<file path="config.mk">
export PLATFORM = sky130hd
export DESIGN_NAME = eth_header_arb
export DESIGN_NICKNAME = d
export VERILOG_FILES = /design/src/rtl/eth_header_arb.sv
export SDC_FILE = /design/constraint.sdc
export NUM_CORES = 1
export LEC_CHECK = 0
export ABC_AREA = 1
export ABC_CLOCK_PERIOD_IN_PS = 2800
export BUFFER_PORTS_ARGS = -buffer_cell sky130_fd_sc_hd__buf_4
export CAP_MARGIN = 20
export CORE_AREA = 2 2 134 136
export CTS_CLUSTER_DIAMETER = 200
export DETAILED_ROUTE_END_ITERATION = 10
export DIE_AREA = 0 0 136 138
export PLACE_DENSITY = 0.72
export SLEW_MARGIN = 20
export SYNTH_ARGS = -nofsm -noshare
export SYNTH_HDL_FRONTEND = slang
export SYNTH_SLANG_ARGS = --single-unit
</file>
<file path="constraint.sdc">
create_clock -name clk -period 2.8 [get_ports clk]
set_input_delay 0.56 -clock clk [delete_from_list [all_inputs] [get_ports clk]]
set_output_delay 0.56 -clock clk [all_outputs]
set_load 0.01 [all_outputs]
</file>
<file path="src/rtl/eth_header_arb.sv">
// N-channel Ethernet header arbiter: round-robin or fixed-priority grant into a
// single registered output stage, with each header tagged by its source channel.
module eth_header_arb #(
    parameter int unsigned NUM_CH     = 2,
    parameter int unsigned FIXED_PRIO = 0,
    localparam int unsigned CH_W      = (NUM_CH > 1) ? $clog2(NUM_CH) : 1
) (
    input  logic                  clk,
    input  logic                  rst_n,
    input  logic [NUM_CH-1:0]     in_valid_i,
    output logic [NUM_CH-1:0]     in_ready_o,
    input  logic [48*NUM_CH-1:0]  in_src_mac_i,
    input  logic [48*NUM_CH-1:0]  in_dest_mac_i,
    input  logic [16*NUM_CH-1:0]  in_eth_type_i,
    output logic                  out_valid_o,
    input  logic                  out_ready_i,
    output logic [47:0]           out_src_mac_o,
    output logic [47:0]           out_dest_mac_o,
    output logic [15:0]           out_eth_type_o,
    output logic [CH_W-1:0]       out_chan_o
);

    logic              load_en;
    logic              found;
    logic              accept;
    logic [NUM_CH-1:0] gnt_oh;
    logic [CH_W-1:0]   gnt_idx;
    logic [47:0]       gnt_src;
    logic [47:0]       gnt_dst;
    logic [15:0]       gnt_type;

    logic              out_valid_q, out_valid_d;
    logic [47:0]       out_src_q, out_src_d;
    logic [47:0]       out_dst_q, out_dst_d;
    logic [15:0]       out_type_q, out_type_d;
    logic [CH_W-1:0]   out_chan_q, out_chan_d;
    logic [CH_W-1:0]   last_grant_q, last_grant_d;

    assign load_en = !out_valid_q || out_ready_i;

    // Pass 0 only considers channels above last_grant (round-robin); pass 1 scans
    // from channel 0, which covers the wrap and is the whole search in fixed mode.
    always_comb begin
        found    = 1'b0;
        gnt_oh   = '0;
        gnt_idx  = '0;
        gnt_src  = '0;
        gnt_dst  = '0;
        gnt_type = '0;
        for (int pass = 0; pass < 2; pass++) begin
            for (int i = 0; i < int'(NUM_CH); i++) begin
                if (!found && in_valid_i[i] &&
                    (pass == 1 || (FIXED_PRIO == 0 && i > int'(last_grant_q)))) begin
                    found     = 1'b1;
                    gnt_oh[i] = 1'b1;
                    gnt_idx   = CH_W'(i);
                    gnt_src   = in_src_mac_i[48*i +: 48];
                    gnt_dst   = in_dest_mac_i[48*i +: 48];
                    gnt_type  = in_eth_type_i[16*i +: 16];
                end
            end
        end
    end

    assign accept     = load_en && found && rst_n;
    assign in_ready_o = (load_en && rst_n) ? gnt_oh : '0;

    always_comb begin
        out_valid_d  = out_valid_q;
        out_src_d    = out_src_q;
        out_dst_d    = out_dst_q;
        out_type_d   = out_type_q;
        out_chan_d   = out_chan_q;
        last_grant_d = last_grant_q;
        if (accept) begin
            out_valid_d = 1'b1;
            out_src_d   = gnt_src;
            out_dst_d   = gnt_dst;
            out_type_d  = gnt_type;
            out_chan_d  = gnt_idx;
            if (FIXED_PRIO == 0) begin
                last_grant_d = gnt_idx;
            end
        end else if (out_ready_i) begin
            out_valid_d = 1'b0;
        end
    end

    always_ff @(posedge clk or negedge rst_n) begin
        if (!rst_n) begin
            out_valid_q  <= 1'b0;
            out_src_q    <= '0;
            out_dst_q    <= '0;
            out_type_q   <= '0;
            out_chan_q   <= '0;
            last_grant_q <= CH_W'(NUM_CH - 1);
        end else begin
            out_valid_q  <= out_valid_d;
            out_src_q    <= out_src_d;
            out_dst_q    <= out_dst_d;
            out_type_q   <= out_type_d;
            out_chan_q   <= out_chan_d;
            last_grant_q <= last_grant_d;
        end
    end

    assign out_valid_o    = out_valid_q;
    assign out_src_mac_o  = out_src_q;
    assign out_dest_mac_o = out_dst_q;
    assign out_eth_type_o = out_type_q;
    assign out_chan_o     = out_chan_q;

endmodule

</file>
# Yosys cells after proc, flatten, opt, wreduce, memory -nomap -nowiden
# Cells that the tools add are included.
# word_totals
in_bits	229
ff_bits	115
wordCells	37
# classes
reduce_logical	11
n_mux	19
magnitude_cmp	1
# op_table
operator	count
2-to-1 mux 48 bit	6
2-to-1 mux 16 bit	3
2-to-1 mux 1 bit	9
logical AND 1 bit	6
zero test 1 bit	3
2-to-1 mux 2 bit	1
nonzero test 2 bit	1
> comparator 1 bit, first input constant	1
logical OR 1 bit	1

# Logic depth before layout (Yosys ltp)
# Gate-level depths: netlist of the first run.
# depth
word_depth	12
depth_mapped	8

# Worst setup path after synthesis of the first run
# No wires, ideal clock.
# synth_timing
path_kind	input port to output port
startpoint	in in_valid_i[1]
endpoint	out in_ready_o[0]
cell_stages	5
n_path_buf	2
setup_slack_ns	1.057
arrival_ns	1.183
cell_sequence	nand2_1 > nand2_1 > buf_2 > buf_2 > nor2_1
# synth_between
elab_chain_len	6
# synth_rtl
item	line	text
from (decl)	10	input logic [NUM_CH-1:0] in_valid_i,
logical AND 1 bit	52	if (!found && in_valid_i[i] &&
2-to-1 mux 1 bit	52	
zero test 1 bit	52	
logical AND 1 bit	52	
2-to-1 mux 1 bit	52	
2-to-1 mux 2 bit	66	assign in_ready_o = (load_en && rst_n) ? gnt_oh : '0;
to (decl)	11	output logic [NUM_CH-1:0] in_ready_o,
# Every way passes these cells.

# Worst setup path in the final report of the first run
# layout_timing
startpoint	reg last_grant_q
endpoint	out in_ready_o[0]
# layout_between
elab_chain_len	7
# layout_rtl
item	line	text
from (decl)	37	logic [CH_W-1:0] last_grant_q, last_grant_d;
from (signal assigned)	96	last_grant_q <= CH_W'(NUM_CH - 1);
from (signal assigned)	103	last_grant_q <= last_grant_d;
> comparator 1 bit	--	
logical AND 1 bit	52	
2-to-1 mux 1 bit	52	
zero test 1 bit	52	
logical AND 1 bit	52	
2-to-1 mux 1 bit	52	
2-to-1 mux 2 bit	66	
# Every way passes these cells.

==> impl_metrics.py, run 1 <==
metrics = {
    "outcome": {
        "status": "complete, no violations",
    },
    "pwr": {
        "power_leakage_nw": 5.28,
        "worst_ir_drop_vdd_v": 0.000405,
        "powerDensity_mw_per_mm2": 656,
    },
    "floorplan": {
        "dieArea_mm2": 0.0188,
        "fp.coreArea_mm2": 0.0175,
        "die_w_um": 136,
        "pin_count": 345,
        "rows": 49,
        "start_util_pct": 34.7,
        "die_h_um": 138,
    },
    "sta": {
        "period_share_pct": 80.7,
        "maxSlewHeadroom_pct": 45.9,
        "max_freq_ghz": 0.443,
        "period_minus_slack_ns": 2.26,
        "grt_setup_unrepaired": "no",
        "finalHoldViolCount": 0,
        "max_slew.worst_pin.slew_ns": 0.812,
        "finalSetupViolations": 0,
        "slew_viol_final": 0,
        "setup_tns_ns": 0,
        "finClkSkew_ns": 0.0125,
    },
    "logic_synthesis": {
        "synth_area_mm2": 0.00608,
        "syn_nets": 1098,
        "yosysTopAreaCellShare_pct": 46.9,
        "synth_seq_cells": 115,
        "synth_most_common_cell": "nand2_1",
        "synth_seq_area_share_pct": 47.4,
        "netlist_instances": 869,
        "ys_types": 16,
        "synth_top_area_cell": "dfrtp_1",
        "synth-edff-count": 0,
        "async_reset_ff_share_pct": 100,
        "syn_avg_cell_area_um2": 6.99,
        "yosysWarnings": 0,
        "synth_ff_type": "dfrtp_1",
        "synth_common_cells": "nand2_1 (233), nand3_1 (224), inv_1 (116), dfrtp_1 (114), nor2_1 (113)",
        "synth_area_leaders": "dfrtp_1 (47%), nand3_1 (18%), nand2_1 (14%)",
    },
    "final_layout": {
        "drive_gt1_share_pct": 33.1,
        "areaGrowthSynthToFinish_pct": 55.1,
        "antenna_cells": 0,
        "layout.nets": 1411,
        "post-route-cell-area_mm2": 0.00943,
        "final_core_util_pct": 53.8,
    },
    "clock_tree": {
        "root_buffer": "clkbuf_16",
        "cts_setup_buffers": 0,
        "ctsLongestPathBuffers": 2,
        "cts_tree": "done",
        "cts_buffers": 17,
        "numClockSinks": 115,
        "ctsHoldBuffers": 0,
        "clk_pin_slew_worst_paths_ns": 0.06,
        "clock_latency_ns": 0.40,
        "ctsHtreeMaxLevel": 4,
        "cts_resized": 0,
    },
    "critical_path": {
        "arrival_ns": 1.70,
        "critPathCaptureType": "output port",
        "required_ns": 2.24,
        "path_max_fanout": 34,
        "crit_type": "reg2out",
        "critPathTopFamily": "flip-flops",
        "path_buf_inv": 2,
        "cpMaxStageDelayCell": "dfstp_2",
        "startpoint_type": "register",
        "crit_chain": "inv_1, nand2_1, nand2_4, nor2_1, buf_4",
        "max_stage_delay_ns": 0.56,
    },
    "placed_design": {
        "gp_congestion": 0.813,
        "io_buffers": 344,
        "placed_area_mm2": 0.00880,
        "dpl.hpwl_mm": 14.1,
    },
    "drt": {
        "final_antenna_net_count": 0,
        "routed_via_density": 4.74,
        "wl_per_cell_um": 14.9,
        "drcViolationCount": 0,
        "num_vias": 6751,
        "dr.pass1.iters": 6,
        "routed_wirelength_mm": 21.2,
        "dr.first_iter.drc_count": 370,
    },
    "hold_path": {
        "hold_path_class": "in2async",
    },
    "global_routing": {
        "grt_pass1_wl_mm": 34.0,
        "grt_pass1_vias": 6559,
        "grt_max_degree": 114,
        "track_usage_pct": 22.7,
        "antenna_found_initial": 0,
        "overflow": 0,
    },
    "flow_run": {
        "max_cap_viol_count": 0,
    },
}
[power by group]
group	total, mW	switching [mW]	internal, mW
logic	1.72	0.876	0.840
registers	2.18	0.194	1.98
clock network	2.29	0.779	1.51
[sequential cells by signal, indices dropped and copies added (netlist names)]
| signal | count |
|---|---|
| out_chan_o | 1 |
| last_grant_q | 1 |
| out_valid_o | 1 |
| out_src_mac_o | 48 |
| out_dest_mac_o | 48 |
| out_eth_type_o | 16 |
[worst paths after layout]
check | from | endpoint | slack [ns] | cells after the start
max in group asynchronous | rst_n | out_dest_mac_o[30]$_DFFE_PN0P_ | 1.86 | 2
worst min-delay path | rst_n | out_eth_type_o[8]$_DFFE_PN0P_ | 0.34 | 2
worst min register to register | out_chan_o$_DFFE_PN0P_ | out_chan_o$_DFFE_PN0P_ | 0.48 | 2
worst max register to register | last_grant_q$_DFFE_PN1P_ | out_eth_type_o[15]$_DFFE_PN0P_ | 1.05 | 7
worst max-delay path | last_grant_q$_DFFE_PN1P_ | in_ready_o[0] | 0.54 | 5
min in group clk | in_src_mac_i[86] | out_src_mac_o[38]$_DFFE_PN0P_ | 0.40 | 3
[final cells by class]
cell class / count / area [µm²]
Clock buffer: 18 / 439
Clock inverter: 14 / 186
Fill cell: 1669 / 8110
Inverter: 119 / 447
Multi-Input combinational cell: 575 / 2490
Sequential cell: 115 / 2880
Tap cell: 229 / 287
Timing Repair Buffer: 354 / 2700
[cells in the final DEF, fill, tap and decap left out, types with 4 or more instances in the layout]
master / n
bufinv_16: 4
nand3_1: 224
buf_4: 351
dfrtp_1: 114
inv_1: 116
clkinv_2: 5
nor2_1: 113
nand2_1: 232
clkbuf_16: 17
[kinds of logic after synthesis]
group	count (synthesis)	synth area share, %
compound gates	3	0.371
flops	115	47.4
buf+inv	179	12.1
simple gates	572	40.2
[worst register-to-register path, stage by stage, from the launching register on]
cell	delay [ns]
dfstp_2	0.38
inv_1	0.06
nand2_1	0.08
nand2_4	0.35
buf_4	0.49
nor2_1	0.10
nand2_1	0.09
nand3_1	0.08
[metal layers]
metal | part of all wire (%) | GRT usage [%]
met2 | 47 | 37.2
met5 | 0 | 0
met4 | 2.6 | 8.28
met1 | 41 | 28.3
met3 | 9.2 | 6.56
[through the flow]
step | total power [mW] | cells | worst slack, ns | hold slack, ns
final | 6.18 | 1424 | 0.541 | 0.341
after global routing | 6.50 | 1424 | 0.388 | 0.383
after CTS | 6.26 | 1424 | 0.507 | 0.374
after detailed placement | 3.93 | 1392 | 0.815 | 0.473
after global placement | 3.91 | 1392 | 0.831 | 0.472
after floorplan | 2.92 | 869 | 1.06 | 0.264
Note: power is estimated with default switching activity, not from simulation.
==> inputs of run 2 (changes only) <==
==> config.mk (replaced) <==
export PLATFORM = sky130hd
export DESIGN_NAME = eth_header_arb
export DESIGN_NICKNAME = d
export VERILOG_FILES = /design/src/rtl/eth_header_arb.sv
export SDC_FILE = /design/constraint.sdc
export NUM_CORES = 1
export LEC_CHECK = 0
export ABC_AREA = 0
export ABC_CLOCK_PERIOD_IN_PS = 2230
export BUFFER_PORTS_ARGS = -buffer_cell sky130_fd_sc_hd__buf_4
export CAP_MARGIN = 20
export CORE_AREA = 2 2 133 135
export CTS_CLUSTER_DIAMETER = 200
export DETAILED_ROUTE_END_ITERATION = 10
export DIE_AREA = 0 0 135 137
export PLACE_DENSITY = 0.71
export SLEW_MARGIN = 20
export SYNTH_ARGS = -nofsm -noshare
export SYNTH_HDL_FRONTEND = slang
export SYNTH_SLANG_ARGS = --single-unit
==> constraint.sdc (replaced) <==
create_clock -name clk -period 2.23 [get_ports clk]
set_input_delay 0.446 -clock clk [delete_from_list [all_inputs] [get_ports clk]]
set_output_delay 0.446 -clock clk [all_outputs]
set_load 0.01 [all_outputs]
==> run 2 against run 1 <==
  * Synthesized cell count shrank 38%
  * Critical path depth shrank 2
  * First-iteration DRC count is 14% lower
  * Cell count fell by 24%
  * Worst hold slack got worse by 0.23 ns
  * Synthesized area shrank 4.0%
  * Register-to-register slack got worse by 0.54 ns
  * Routed wire length rose by 1.3%
  * Setup slack worse by 0.31 ns
  * Clock-buffer cell count is 4 higher
  * Non-clock buffer count increased by 9
  * Critical endpoint is now in_ready_o[1]
  * Highest routed layer unchanged
==> impl_metrics.py, run 2 <==
metrics = {
    "outcome": {
        "status": "complete, no violations",
    },
    "drt": {
        "dr.first_iter.drc_count": 320,
        "routed_wirelength_mm": 21.5,
        "drcViolationCount": 0,
        "num_vias": 6093,
        "final_antenna_net_count": 0,
        "dr.pass1.iters": 6,
        "routed_via_density": 5.64,
        "wl_per_cell_um": 19.9,
    },
    "critical_path": {
        "startpoint_type": "register",
        "required_ns": 1.78,
        "cpMaxStageDelayCell": "dfrtp_1",
        "critPathCaptureType": "output port",
        "r2r_slack_ns": 0.51,
        "crit_type": "reg2out",
        "path_max_fanout": 9,
        "path_buf_inv": 1,
        "max_stage_delay_ns": 0.39,
        "arrival_ns": 1.55,
        "critPathTopFamily": "simple AND/OR/NAND/NOR gates",
        "crit_chain": "nand2b_1, and4_4, buf_4",
    },
    "floorplan": {
        "die_w_um": 135,
        "fp.coreArea_mm2": 0.0171,
        "start_util_pct": 34.2,
        "die_h_um": 137,
        "rows": 48,
        "dieArea_mm2": 0.0185,
        "pin_count": 345,
    },
    "sta": {
        "finalHoldViolCount": 0,
        "finClkSkew_ns": 0.00905,
        "finalSetupViolations": 0,
        "slew_viol_final": 0,
        "period_share_pct": 89.5,
        "max_slew.worst_pin.slew_ns": 0.808,
        "grt_setup_unrepaired": "no",
        "maxSlewHeadroom_pct": 45.8,
        "period_minus_slack_ns": 2.00,
        "max_freq_ghz": 0.501,
        "setup_tns_ns": 0,
    },
    "logic_synthesis": {
        "synth_seq_area_share_pct": 49.3,
        "syn_avg_cell_area_um2": 10.9,
        "synth_area_leaders": "dfrtp_1 (49%), a221o_1 (19%), nor4b_1 (17%)",
        "synth_xor_area_share_pct": 0,
        "synthSimpleGateAreaFrac_pct": 24.8,
        "synth_area_mm2": 0.00583,
        "synth_seq_cells": 115,
        "synth-edff-count": 0,
        "syn_nets": 765,
        "yosysTopAreaCellShare_pct": 48.9,
        "synth_top_area_cell": "dfrtp_1",
        "synth_common_cells": "dfrtp_1 (114), nand2_1 (114), a221o_1 (112), nor4b_1 (112), clkbuf_1 (50)",
        "async_reset_ff_share_pct": 100,
        "ys_types": 16,
        "synth_ff_type": "dfrtp_1",
        "synth_top_family_by_area": "simple AND/OR/NAND/NOR gates",
        "yosysWarnings": 0,
        "synthAdderAreaFrac_pct": 0,
        "netlist_instances": 536,
        "synthMuxAreaShare_pct": 0,
        "synth-compound-area-share_pct": 19.7,
    },
    "placed_design": {
        "dpl.hpwl_mm": 14.7,
        "dp.cells": 1048,
        "gp_congestion": 0.806,
        "io_buffers": 344,
    },
    "clock_tree": {
        "ctsHtreeMaxLevel": 4,
        "cts_setup_buffers": 0,
        "numClockSinks": 115,
        "clk_pin_slew_worst_paths_ns": 0.06,
        "clock_latency_ns": 0.40,
        "cts_buffers": 17,
        "root_buffer": "clkbuf_16",
        "cts_tree": "done",
        "ctsLongestPathBuffers": 2,
    },
    "final_layout": {
        "final_cell_mix": "buf_4 (350), nand2_1 (114), dfrtp_1 (114), nor4b_1 (112), a221o_1 (112)",
        "nFillCells": 1569,
        "layout_commonest_cell": "buf_4",
        "layout.nets": 1072,
        "antenna_cells": 0,
        "stdcell_count": 1081,
        "drive_gt1_share_pct": 46.3,
        "areaGrowthSynthToFinish_pct": 58.9,
    },
    "global_routing": {
        "antenna_found_initial": 0,
        "grt_pass1_wl_mm": 32.7,
        "grt_pass1_vias": 5978,
        "grt_max_degree": 93,
        "overflow": 0,
        "track_usage_pct": 22.7,
    },
    "pwr": {
        "combPwrFrac_pct": 28.4,
        "seqPwrFrac_pct": 35.4,
        "swShare_pct": 28.3,
        "worst_ir_drop_vdd_v": 0.000505,
        "power_switching_mw": 2.24,
        "internal_power_mw": 5.69,
        "power_frac_clock_pct": 36.2,
        "powerDensity_mw_per_mm2": 856,
        "power_leakage_nw": 4.31,
        "total_power_mw": 7.93,
    },
    "flow_run": {
        "max_cap_viol_count": 0,
    },
    "hold_path": {
        "hold_path_class": "in2async",
    },
}
run 2: kinds of logic after synthesis:
group / count (synthesis)
AND/OR/NAND/NOR: 231
buffers and inverters: 75
flip-flops: 115
AO/OA/AOI/OAI: 115
run 2: worst paths after layout:
kind	from	end	depth (start not counted)
worst max-delay path	out_valid_o$_DFFE_PN0P_	in_ready_o[1]	3
worst min-delay path	rst_n	last_grant_q$_DFFE_PN1P_	1
worst max register to register	out_valid_o$_DFFE_PN0P_	out_dest_mac_o[25]$_DFFE_PN0P_	4
worst min register to register	out_chan_o$_DFFE_PN0P_	out_chan_o$_DFFE_PN0P_	1
max in group asynchronous	rst_n	out_src_mac_o[33]$_DFFE_PN0P_	2
min in group clk	in_src_mac_i[93]	out_src_mac_o[45]$_DFFE_PN0P_	2
run 2: stage by stage:
step	worst slack, ns	utilization [%]	area (µm²)	hold WS, ns
final	0.235	54.4	9270	0.109
after CTS	0.221	54.4	9270	0.0861
after detailed placement	0.218	50.7	8640	0.331
after floorplan	0.480	-	5830	0.150
after global routing	0.186	54.4	9270	0.0887
after global placement	0.238	50.7	8640	0.328
run 2: area by class of cell:
class | instances | area [µm²] | area share, %
Multi-Input combinational cell | 346 | 2620 | 28.3
Tap cell | 225 | 282 | 3.04
Sequential cell | 115 | 2880 | 31.1
Clock buffer | 22 | 464 | 5.01
Timing Repair Buffer | 363 | 2870 | 30.9
Clock inverter | 10 | 155 | 1.67
run 2: power by group through the flow:
stage	registers [mW]	logic (mW)	clock network (mW)
2_1_floorplan	2.98	0.775	0
3_3_place_gp	2.83	2.23	0
3_5_place_dp	2.82	2.27	0
4_1_cts	2.80	2.27	2.93
5_1_grt	2.85	2.40	3.05
6_report	2.81	2.25	2.87
run 2: per-layer routing:
layer	part of all wire, %	wire length, µm	vias up	GRT usage (%)
met3	10	2160	26	8.15
met2	49	10600	311	37.4
met5	0	0	-	0
li1	-	-	2747	-
met4	1.9	414	0	6.89
met1	39	8360	3009	27.9
run 2: what timing repair did:
| action | CTS | global route |
|---|---|---|
| hold buffers | 1 | 0 |
| endpoints found under the hold margin | 9 | 0 |
| gates resized for setup | 0 | 0 |
==> inputs of run 3 (changes only) <==
==> constraint.sdc (replaced) <==
create_clock -name clk -period 2.23 [get_ports clk]
set_input_delay 0.446 -clock clk [delete_from_list [all_inputs] [get_ports clk]]
set_output_delay 0.446 -clock clk [all_outputs]
set_load 0.005 [all_outputs]
==> run 3 against run 2 <==
  * Sequential power about the same
  * Worst hold slack got worse by 0.0024 ns
  * Clock power about the same
  * Combinational power down 8%
  * Largest power group unchanged
  * Maximum frequency increased by 0.47%
  * Register-to-register slack is essentially flat
  * Utilization about the same
  * Critical path type unchanged
  * Critical path depth stayed put
  * Via count decreased by 1.1%
  * Cell count barely moved
  * Clock skew down 0.0037 ns
  * Sequential cell count stayed put
==> impl_metrics.py, run 3 (synthesis results as in run 2) <==
metrics = {
    "placed_design": {
        "dpl.hpwl_mm": 14.7,
        "placed_area_mm2": 0.00865,
        "gp_congestion": 0.799,
        "dp.cells": 1049,
        "place_ws_ns": 0.258,
        "io_buffers": 344,
    },
    "floorplan": {
        "start_util_pct": 34.2,
        "dieArea_mm2": 0.0185,
        "die_w_um": 135,
        "die_h_um": 137,
        "rows": 48,
        "pin_count": 345,
        "fp.coreArea_mm2": 0.0171,
    },
    "sta": {
        "slew_viol_final": 0,
        "setup_tns_ns": 0,
        "finClkSkew_ns": 0.00535,
        "maxSlewHeadroom_pct": 45.3,
        "period_share_pct": 89.1,
        "grt_setup_unrepaired": "no",
        "finalHoldViolCount": 0,
        "finalSetupViolations": 0,
        "max_slew.worst_pin.slew_ns": 0.816,
        "fin_ws_ns": 0.244,
        "holdWs_ns": 0.107,
        "period_minus_slack_ns": 1.99,
        "max_freq_ghz": 0.504,
    },
    "pwr": {
        "worst_ir_drop_vdd_v": 0.000482,
        "powerDensity_mw_per_mm2": 834,
        "total_power_mw": 7.73,
        "power_leakage_nw": 4.31,
    },
    "clock_tree": {
        "cts_setup_buffers": 0,
        "cts_resized": 0,
        "ctsHtreeMaxLevel": 4,
        "root_buffer": "clkbuf_16",
        "cts_buffers": 17,
        "clock_latency_ns": 0.40,
        "cts_tree": "done",
        "clk_pin_slew_worst_paths_ns": 0.05,
        "ctsLongestPathBuffers": 2,
        "ctsHoldBuffers": 1,
        "numClockSinks": 115,
    },
    "critical_path": {
        "reg2reg_to": "out_dest_mac_o[21]$_DFFE_PN0P_",
        "path_max_fanout": 9,
        "startpoint_type": "register",
        "startpoint": "out_valid_o$_DFFE_PN0P_",
        "timing.rr.start": "out_valid_o$_DFFE_PN0P_",
        "cp-endpoint": "in_ready_o[1]",
        "required_ns": 1.78,
        "arrival_ns": 1.54,
        "critPathCaptureType": "output port",
        "crit_type": "reg2out",
        "r2r_slack_ns": 0.50,
        "r2r_cells": 4,
    },
    "drt": {
        "dr.first_iter.drc_count": 374,
        "wl_per_cell_um": 20.0,
        "routed_wirelength_mm": 21.6,
        "routed_via_density": 5.58,
        "num_vias": 6027,
        "dr.pass1.iters": 5,
        "drcViolationCount": 0,
        "final_antenna_net_count": 0,
    },
    "final_layout": {
        "final_core_util_pct": 54.4,
        "areaGrowthSynthToFinish_pct": 58.9,
        "final_cell_mix": "buf_4 (351), nand2_1 (114), dfrtp_1 (114), nor4b_1 (112), a221o_1 (112)",
        "drive_gt1_share_pct": 46.4,
        "layout_commonest_cell": "buf_4",
        "post-route-cell-area_mm2": 0.00927,
        "stdcell_count": 1080,
        "antenna_cells": 0,
        "layout.nets": 1073,
    },
    "global_routing": {
        "grt_pass1_wl_mm": 32.8,
        "overflow": 0,
        "antenna_found_initial": 0,
        "track_usage_pct": 22.6,
        "grt_max_degree": 93,
        "grt_pass1_vias": 5813,
    },
    "outcome": {
        "status": "complete, no violations",
    },
    "flow_run": {
        "max_cap_viol_count": 0,
    },
    "hold_path": {
        "hold_path_class": "in2async",
    },
}
run 3: cell types whose count changed in the layout (fill, tap and decap cells not counted):
| cell | before | now |
|---|---|---|
| clkbuf_1 | 3 | 1 |
| clkinvlp_4 | 2 | 3 |
| clkinv_2 | 4 | 3 |
| buf_4 | 350 | 351 |
run 3: worst max-delay path: stages (launching register included):
cell      delay (ns)
dfrtp_1         0.39
nand2b_1        0.22
and4_4          0.39
buf_4           0.14
run 3: worst min-delay path by stage:
stage | depth (start not counted) | startpoint | end | slack, ns
floorplan | 0 | rst_n | out_chan_o$_DFFE_PN0P_ | 0.15
global placement | 1 | rst_n | out_src_mac_o[30]$_DFFE_PN0P_ | 0.32
detailed placement | 1 | rst_n | out_chan_o$_DFFE_PN0P_ | 0.32
CTS | 1 | rst_n | last_grant_q$_DFFE_PN1P_ | 0.09
global route | 1 | rst_n | last_grant_q$_DFFE_PN1P_ | 0.10
finish | 1 | rst_n | last_grant_q$_DFFE_PN1P_ | 0.11
run 3: final cells by class:
class	count	area, µm²
clock buffer	20	457
clock inverter	10	158
fill	1580	7780
multi-input combinational	346	2620
sequential	115	2880
tap	225	282
timing repair buffer	364	2880
run 3: layer usage:
metal	vias up	wire length, µm	global-route usage (%)
met2	267	10800	37.1
met3	26	1920	7.26
met4	0	372	6.19
li1	2747	-	-
met5	-	0	0
met1	2987	8600	28.9
run 3: where the power goes:
part	switching (mW)	leakage (nW)	total, mW	internal (mW)
registers	0.282	1.42	2.80	2.52
logic	0.834	2.59	2.07	1.24
clock network	0.946	0.294	2.86	1.91
